===== config.mk =====
export PLATFORM = sky130hd
export DESIGN_NAME = regfile_sb_flat
export DESIGN_NICKNAME = d
export VERILOG_FILES = /design/src/rtl/regfile_pkg.sv /design/src/rtl/regfile_sb_if.sv /design/src/rtl/regfile_scoreboard.sv /design/src/rtl/regfile_sb.sv /design/src/flat_wrapper.sv
export SDC_FILE = /design/constraint.sdc
export NUM_CORES = 2
export LEC_CHECK = 0
export CORE_MARGIN = 2
export CORE_UTILIZATION = 40
export CTS_BUF_LIST = sky130_fd_sc_hd__clkbuf_8
export CTS_CLUSTER_DIAMETER = 150
export DETAILED_ROUTE_END_ITERATION = 8
export PLACE_DENSITY = 0.54
export SYNTH_ARGS = -nofsm -noshare
export SYNTH_HDL_FRONTEND = slang
export SYNTH_SLANG_ARGS = --single-unit

===== constraint.sdc =====
create_clock -name clk -period 5.7 [get_ports clk]
set_clock_uncertainty 0.05 [all_clocks]
set_input_delay 1.14 -clock clk [delete_from_list [all_inputs] [get_ports clk]]
set_output_delay 1.14 -clock clk [all_outputs]
set_load 0.05 [all_outputs]

===== src/rtl/regfile_pkg.sv =====
// Shared constants and helpers for the scoreboarded register file.
package regfile_pkg;

    localparam int DATA_W_DEF   = 32;
    localparam int NUM_REGS_DEF = 32;
    localparam int REG_ZERO     = 0;

    function automatic int addr_w(input int num_regs);
        return (num_regs > 1) ? $clog2(num_regs) : 1;
    endfunction

endpackage


===== src/rtl/regfile_sb_if.sv =====
// Read / writeback / issue bus of the scoreboarded register file.
interface regfile_sb_if
    import regfile_pkg::*;
#(
    parameter int DATA_W = DATA_W_DEF,
    parameter int ADDR_W = addr_w(NUM_REGS_DEF)
);
    logic [ADDR_W-1:0] rd_addr1;
    logic [ADDR_W-1:0] rd_addr2;
    logic [DATA_W-1:0] rd_data1;
    logic [DATA_W-1:0] rd_data2;
    logic              busy1;
    logic              busy2;
    logic              hazard;
    logic              wr_en;
    logic [ADDR_W-1:0] wr_addr;
    logic [DATA_W-1:0] wr_data;
    logic              iss_en;
    logic [ADDR_W-1:0] iss_addr;
    logic              flush;

    modport master (
        output rd_addr1, rd_addr2, wr_en, wr_addr, wr_data, iss_en, iss_addr, flush,
        input  rd_data1, rd_data2, busy1, busy2, hazard
    );

    modport slave (
        input  rd_addr1, rd_addr2, wr_en, wr_addr, wr_data, iss_en, iss_addr, flush,
        output rd_data1, rd_data2, busy1, busy2, hazard
    );

endinterface


===== src/rtl/regfile_scoreboard.sv =====
// Busy-bit scoreboard: one pending flag per nonzero register.
module regfile_scoreboard
    import regfile_pkg::*;
#(
    parameter  int NUM_REGS = NUM_REGS_DEF,
    localparam int ADDR_W   = addr_w(NUM_REGS)
) (
    input  logic              clk,
    input  logic              reset,
    input  logic              iss_en,
    input  logic [ADDR_W-1:0] iss_addr,
    input  logic              wr_en,
    input  logic [ADDR_W-1:0] wr_addr,
    input  logic              flush,
    input  logic [ADDR_W-1:0] rd_addr1,
    input  logic [ADDR_W-1:0] rd_addr2,
    output logic              busy1,
    output logic              busy2
);

    logic [NUM_REGS-1:1] busy_q;
    logic [NUM_REGS-1:1] busy_d;
    logic [NUM_REGS-1:0] busy_all;

    // Later assignments win: issue set beats flush, flush beats writeback clear.
    always_comb begin
        busy_d = busy_q;
        for (int i = 1; i < NUM_REGS; i++) begin
            if (wr_en && (wr_addr == ADDR_W'(i)))
                busy_d[i] = 1'b0;
            if (flush)
                busy_d[i] = 1'b0;
            if (iss_en && (iss_addr == ADDR_W'(i)))
                busy_d[i] = 1'b1;
        end
    end

    always_ff @(posedge clk) begin
        if (reset)
            busy_q <= '0;
        else
            busy_q <= busy_d;
    end

    // Register 0 reads as never busy.
    assign busy_all = {busy_q, 1'b0};
    assign busy1    = busy_all[rd_addr1];
    assign busy2    = busy_all[rd_addr2];

endmodule


===== src/rtl/regfile_sb.sv =====
// Parametrised register file with busy scoreboard and hazard detection.
// Optional write-through forwarding is enabled by defining REGFILE_SB_BYPASS_EN.
module regfile_sb
    import regfile_pkg::*;
#(
    parameter int DATA_W   = DATA_W_DEF,
    parameter int NUM_REGS = NUM_REGS_DEF
) (
    input logic         clk,
    input logic         reset,
    regfile_sb_if.slave bus
);

    localparam int ADDR_W = addr_w(NUM_REGS);

    logic [DATA_W-1:0] mem [1:NUM_REGS-1];
    logic              wr_valid;
    logic [DATA_W-1:0] stored1;
    logic [DATA_W-1:0] stored2;
    logic              sb_busy1;
    logic              sb_busy2;
    logic [DATA_W-1:0] data1;
    logic [DATA_W-1:0] data2;
    logic              busy1;
    logic              busy2;

    assign wr_valid = bus.wr_en && (bus.wr_addr != ADDR_W'(REG_ZERO));

    always_ff @(posedge clk) begin
        if (reset) begin
            for (int i = 1; i < NUM_REGS; i++)
                mem[i] <= '0;
        end else if (wr_valid) begin
            mem[bus.wr_addr] <= bus.wr_data;
        end
    end

    assign stored1 = (bus.rd_addr1 == ADDR_W'(REG_ZERO)) ? '0 : mem[bus.rd_addr1];
    assign stored2 = (bus.rd_addr2 == ADDR_W'(REG_ZERO)) ? '0 : mem[bus.rd_addr2];

    regfile_scoreboard #(
        .NUM_REGS (NUM_REGS)
    ) u_scoreboard (
        .clk      (clk),
        .reset    (reset),
        .iss_en   (bus.iss_en),
        .iss_addr (bus.iss_addr),
        .wr_en    (bus.wr_en),
        .wr_addr  (bus.wr_addr),
        .flush    (bus.flush),
        .rd_addr1 (bus.rd_addr1),
        .rd_addr2 (bus.rd_addr2),
        .busy1    (sb_busy1),
        .busy2    (sb_busy2)
    );

    always_comb begin
        data1 = stored1;
        data2 = stored2;
        busy1 = sb_busy1;
        busy2 = sb_busy2;
`ifdef REGFILE_SB_BYPASS_EN
        // A same-cycle issue to the written register is a new producer, so it stays busy.
        if (wr_valid && (bus.rd_addr1 == bus.wr_addr)) begin
            data1 = bus.wr_data;
            busy1 = bus.iss_en && (bus.iss_addr == bus.wr_addr);
        end
        if (wr_valid && (bus.rd_addr2 == bus.wr_addr)) begin
            data2 = bus.wr_data;
            busy2 = bus.iss_en && (bus.iss_addr == bus.wr_addr);
        end
`endif
    end

    assign bus.rd_data1 = data1;
    assign bus.rd_data2 = data2;
    assign bus.busy1    = busy1;
    assign bus.busy2    = busy2;
    assign bus.hazard   = busy1 | busy2;

endmodule


===== src/flat_wrapper.sv =====
// flat-port wrapper written by rule: the top's interface ports become plain ports
module regfile_sb_flat import regfile_pkg::*;
#(
    parameter int DATA_W   = DATA_W_DEF,
    parameter int NUM_REGS = NUM_REGS_DEF
)
  (clk, reset, bus_rd_addr1, bus_rd_addr2, bus_wr_en, bus_wr_addr, bus_wr_data, bus_iss_en, bus_iss_addr, bus_flush, bus_rd_data1, bus_rd_data2, bus_busy1, bus_busy2, bus_hazard);
  regfile_sb_if #(.DATA_W(DATA_W), .ADDR_W((5))) bus_i ();
  input logic clk;
  input logic reset;
  input wire logic [$bits(bus_i.rd_addr1)-1:0] bus_rd_addr1;
  input wire logic [$bits(bus_i.rd_addr2)-1:0] bus_rd_addr2;
  input wire logic [$bits(bus_i.wr_en)-1:0] bus_wr_en;
  input wire logic [$bits(bus_i.wr_addr)-1:0] bus_wr_addr;
  input wire logic [$bits(bus_i.wr_data)-1:0] bus_wr_data;
  input wire logic [$bits(bus_i.iss_en)-1:0] bus_iss_en;
  input wire logic [$bits(bus_i.iss_addr)-1:0] bus_iss_addr;
  input wire logic [$bits(bus_i.flush)-1:0] bus_flush;
  output wire logic [$bits(bus_i.rd_data1)-1:0] bus_rd_data1;
  output wire logic [$bits(bus_i.rd_data2)-1:0] bus_rd_data2;
  output wire logic [$bits(bus_i.busy1)-1:0] bus_busy1;
  output wire logic [$bits(bus_i.busy2)-1:0] bus_busy2;
  output wire logic [$bits(bus_i.hazard)-1:0] bus_hazard;
  assign bus_i.rd_addr1 = bus_rd_addr1;
  assign bus_i.rd_addr2 = bus_rd_addr2;
  assign bus_i.wr_en = bus_wr_en;
  assign bus_i.wr_addr = bus_wr_addr;
  assign bus_i.wr_data = bus_wr_data;
  assign bus_i.iss_en = bus_iss_en;
  assign bus_i.iss_addr = bus_iss_addr;
  assign bus_i.flush = bus_flush;
  assign bus_rd_data1 = bus_i.rd_data1;
  assign bus_rd_data2 = bus_i.rd_data2;
  assign bus_busy1 = bus_i.busy1;
  assign bus_busy2 = bus_i.busy2;
  assign bus_hazard = bus_i.hazard;
  regfile_sb #(.DATA_W(DATA_W), .NUM_REGS(NUM_REGS)) u_core (.clk(clk), .reset(reset), .bus(bus_i));
endmodule

==> results.yml <==
min_path:
  min-delay-start: "u_core.u_scoreboard.busy_q[27]$_SDFFE_PP0P_"
  min_to: "u_core.u_scoreboard.busy_q[27]$_SDFFE_PP0P_"
  min_path_cells: 2
  hp-class: "flop to flop"
sta:
  fin_hold_ws_ns: 0.507
  finalHoldViolCount: 0
  worst_slack_ns: 0.573
  drv_slew: 0
  finalSetupViolCount: 0
  min_period_ns: 5.13
  slew_headroom_pct: 14.3
  max_freq_mhz: 195
  period_share_pct: 89.9
  grt_setup_unrepaired: "no"
  worst_pin_slew_ns: 1.28
  setup_tns_ns: 0
drt:
  via_per_inst: 6.04
  wire_per_inst_um: 34.6
  drc_errors: 0
  vias: 34825
  wirelength_um: 199000
  dr.pass1.iters: 6
  antenna_left: 0
  drt_iter0_markers: 4415
final_layout:
  seq_area_um2: 31400
  fillers: 12133
  nets: 3813
  stdcell_area_um2: 64100
  multi_input_area_um2: 23400
  area_growth_pct: 14.1
  drive_gt1_share_pct: 29.0
setup_path:
  crit_start: "bus_rd_addr1[0]"
  reg2reg_to: "u_core.u_scoreboard.busy_q[3]$_SDFFE_PP0P_"
  ff2ff_path_depth: 2
  worstPathArrival_ns: 3.94
  crit_path_max_fanout: 22
  ff2ff_setup_slack_ns: 4.90
  endpoint_kind: "primary output"
  r2r-start: "u_core.u_scoreboard.busy_q[3]$_SDFFE_PP0P_"
  cp-start-kind: "input pin"
  critical_path_class: "input pin to primary output"
  required_ns: 4.51
place:
  placed_area_um2: 60700
  dp_slack_ns: 0.651
  gp_congestion: 0.852
  dp_hpwl_um: 122000
  portBuffers: 123
logic_synthesis:
  syn_avg_cell_area_um2: 15.4
  synth_top_cell_area_share_pct: 54.7
  syn_inst: 3641
  synth_ff_type: "edfxtp_1"
  synth_seq_cells: 1055
  synthTopCellsByArea: "edfxtp_1 55%, mux4_2 20%, and2_1 11%"
  yosysUniqueCellTypes: 45
  synth_top_area_cell: "edfxtp_1"
  synth_seq_area_share_pct: 55.8
  synth_area_um2: 56200
  yosys_warnings: 0
  async_flop_share_pct: 0
  synth-edff-count: 1024
grt:
  grt_pass1_vias: 34918
  grt_max_degree: 65
  grt_overflow: 0
  grt_antenna_before_repair: 15
  grt_util_all_layers_pct: 28.0
  grt_pass1_wl_um: 277000
clock_network:
  clkLatencyLatePin_ns: 0.90
  cts_buffers: 185
  post_cts_resized: 0
  cts_root_buffer: "clkbuf_8"
  tritoncts: "built"
  hold_buffers: 0
  clk_pin_slew_ns: 0.06
  cts_buffer_depth: 3
  postCtsSetupBuffers: 0
  htreeDepth: 4
  cts.sinks: 1055
floorplan:
  die_h_um: 379
  start_util_pct: 40.3
  pin_count: 124
  design.core.area_um2: 139000
  die_area_um2: 143000
  row_count: 137
  die_x_um: 379
power:
  power_w: 0.0187
  p_leak_nw: 22.3
  power_per_cell_area_nw_per_um2: 292
  vdd_drop_max_mv: 0.246
flow_run:
  cap_viol_max_count: 0
outcome:
  outcome: "finished clean"
[cell type report]
type | count | area share [%]
repair buffers | 295 | 5.63
multi-input cells | 2217 | 36.5
well taps | 1876 | 3.66
clock buffers | 187 | 4.01
clock inverters | 128 | 1.27
flip-flops and latches | 1055 | 48.9
inverters | 2 | 0.0117
diodes | 4 | 0.0156
[cell usage in the layout (no fill, tap or decap), types with 48 or more instances in the layout]
| cell | count |
|---|---|
| and2_1 | 994 |
| buf_12 | 100 |
| buf_4 | 142 |
| clkbuf_8 | 188 |
| edfxtp_1 | 1024 |
| inv_1 | 48 |
| mux2_2 | 65 |
| mux2i_1 | 132 |
| mux4_2 | 509 |
| nand2_1 | 68 |
| o22ai_1 | 64 |
[per-stage QoR]
step	utilization, %	cells
after global placement	43.6	5445
after floorplan	-	3672
after CTS	46.0	5760
final	46.0	5764
after global routing	46.0	5761
after detailed placement	43.6	5445
[flip-flops by register name (all words and copies together), names as in the netlist]
signal / count
u_core.mem: 1024
u_core.u_scoreboard.busy_q: 31
[synth_stat cells, types with 60 or more instances]
master	instances
clkbuf_1	271
nor2_1	71
buf_2	60
edfxtp_1	1024
and2_1	995
mux2i_1	132
mux4_2	509
o22ai_1	64
mux2_2	65
nand2_1	68
[layer usage]
| layer | vias up | track usage (%) | part of all wire (%) |
|---|---|---|---|
| met5 | - | 0 | 0.020 |
| met1 | 18513 | 39.4 | 42 |
| met4 | 6 | 9.06 | 3.0 |
| li1 | 14236 | - | - |
| met3 | 302 | 5.52 | 8.1 |
| met2 | 1768 | 43.6 | 47 |
[worst max-delay path, stage by stage]
cell and delay (ns):
buf_8 0.26, nor2b_4 0.21, buf_4 0.30, buf_4 0.29, a22oi_1 0.12, o21ai_0 0.32
o22ai_1 0.23, buf_4 0.23, a221oi_1 0.57, buf_12 0.22
[power breakdown]
group	leakage (nW)	switching (W)	internal, W
combinational	10.4	0.00164	0.00119
sequential	10.0	0.000195	0.00893
clock	1.90	0.00332	0.00345
[logic make-up after synthesis]
logic type             synth area share, %
AND/OR/NAND/NOR                       13.1
flip-flops                            55.8
multiplexers                          24.9
buffers and inverters                 3.25
AO/OA/AOI/OAI                         2.98
other                              0.00668
[worst max path at each step]
| stage | end | slack (ns) | cells after the start |
|---|---|---|---|
| after detailed placement | bus_rd_data1[31] | 0.65 | 9 |
| after global routing | bus_rd_data1[3] | 0.53 | 10 |
| after CTS | bus_rd_data1[3] | 0.64 | 10 |
| after global placement | bus_rd_data1[31] | 0.65 | 9 |
| after floorplan | bus_busy1 | 0.78 | 9 |
| final | bus_rd_data1[3] | 0.57 | 10 |
Power figures use the tool's default switching activity.
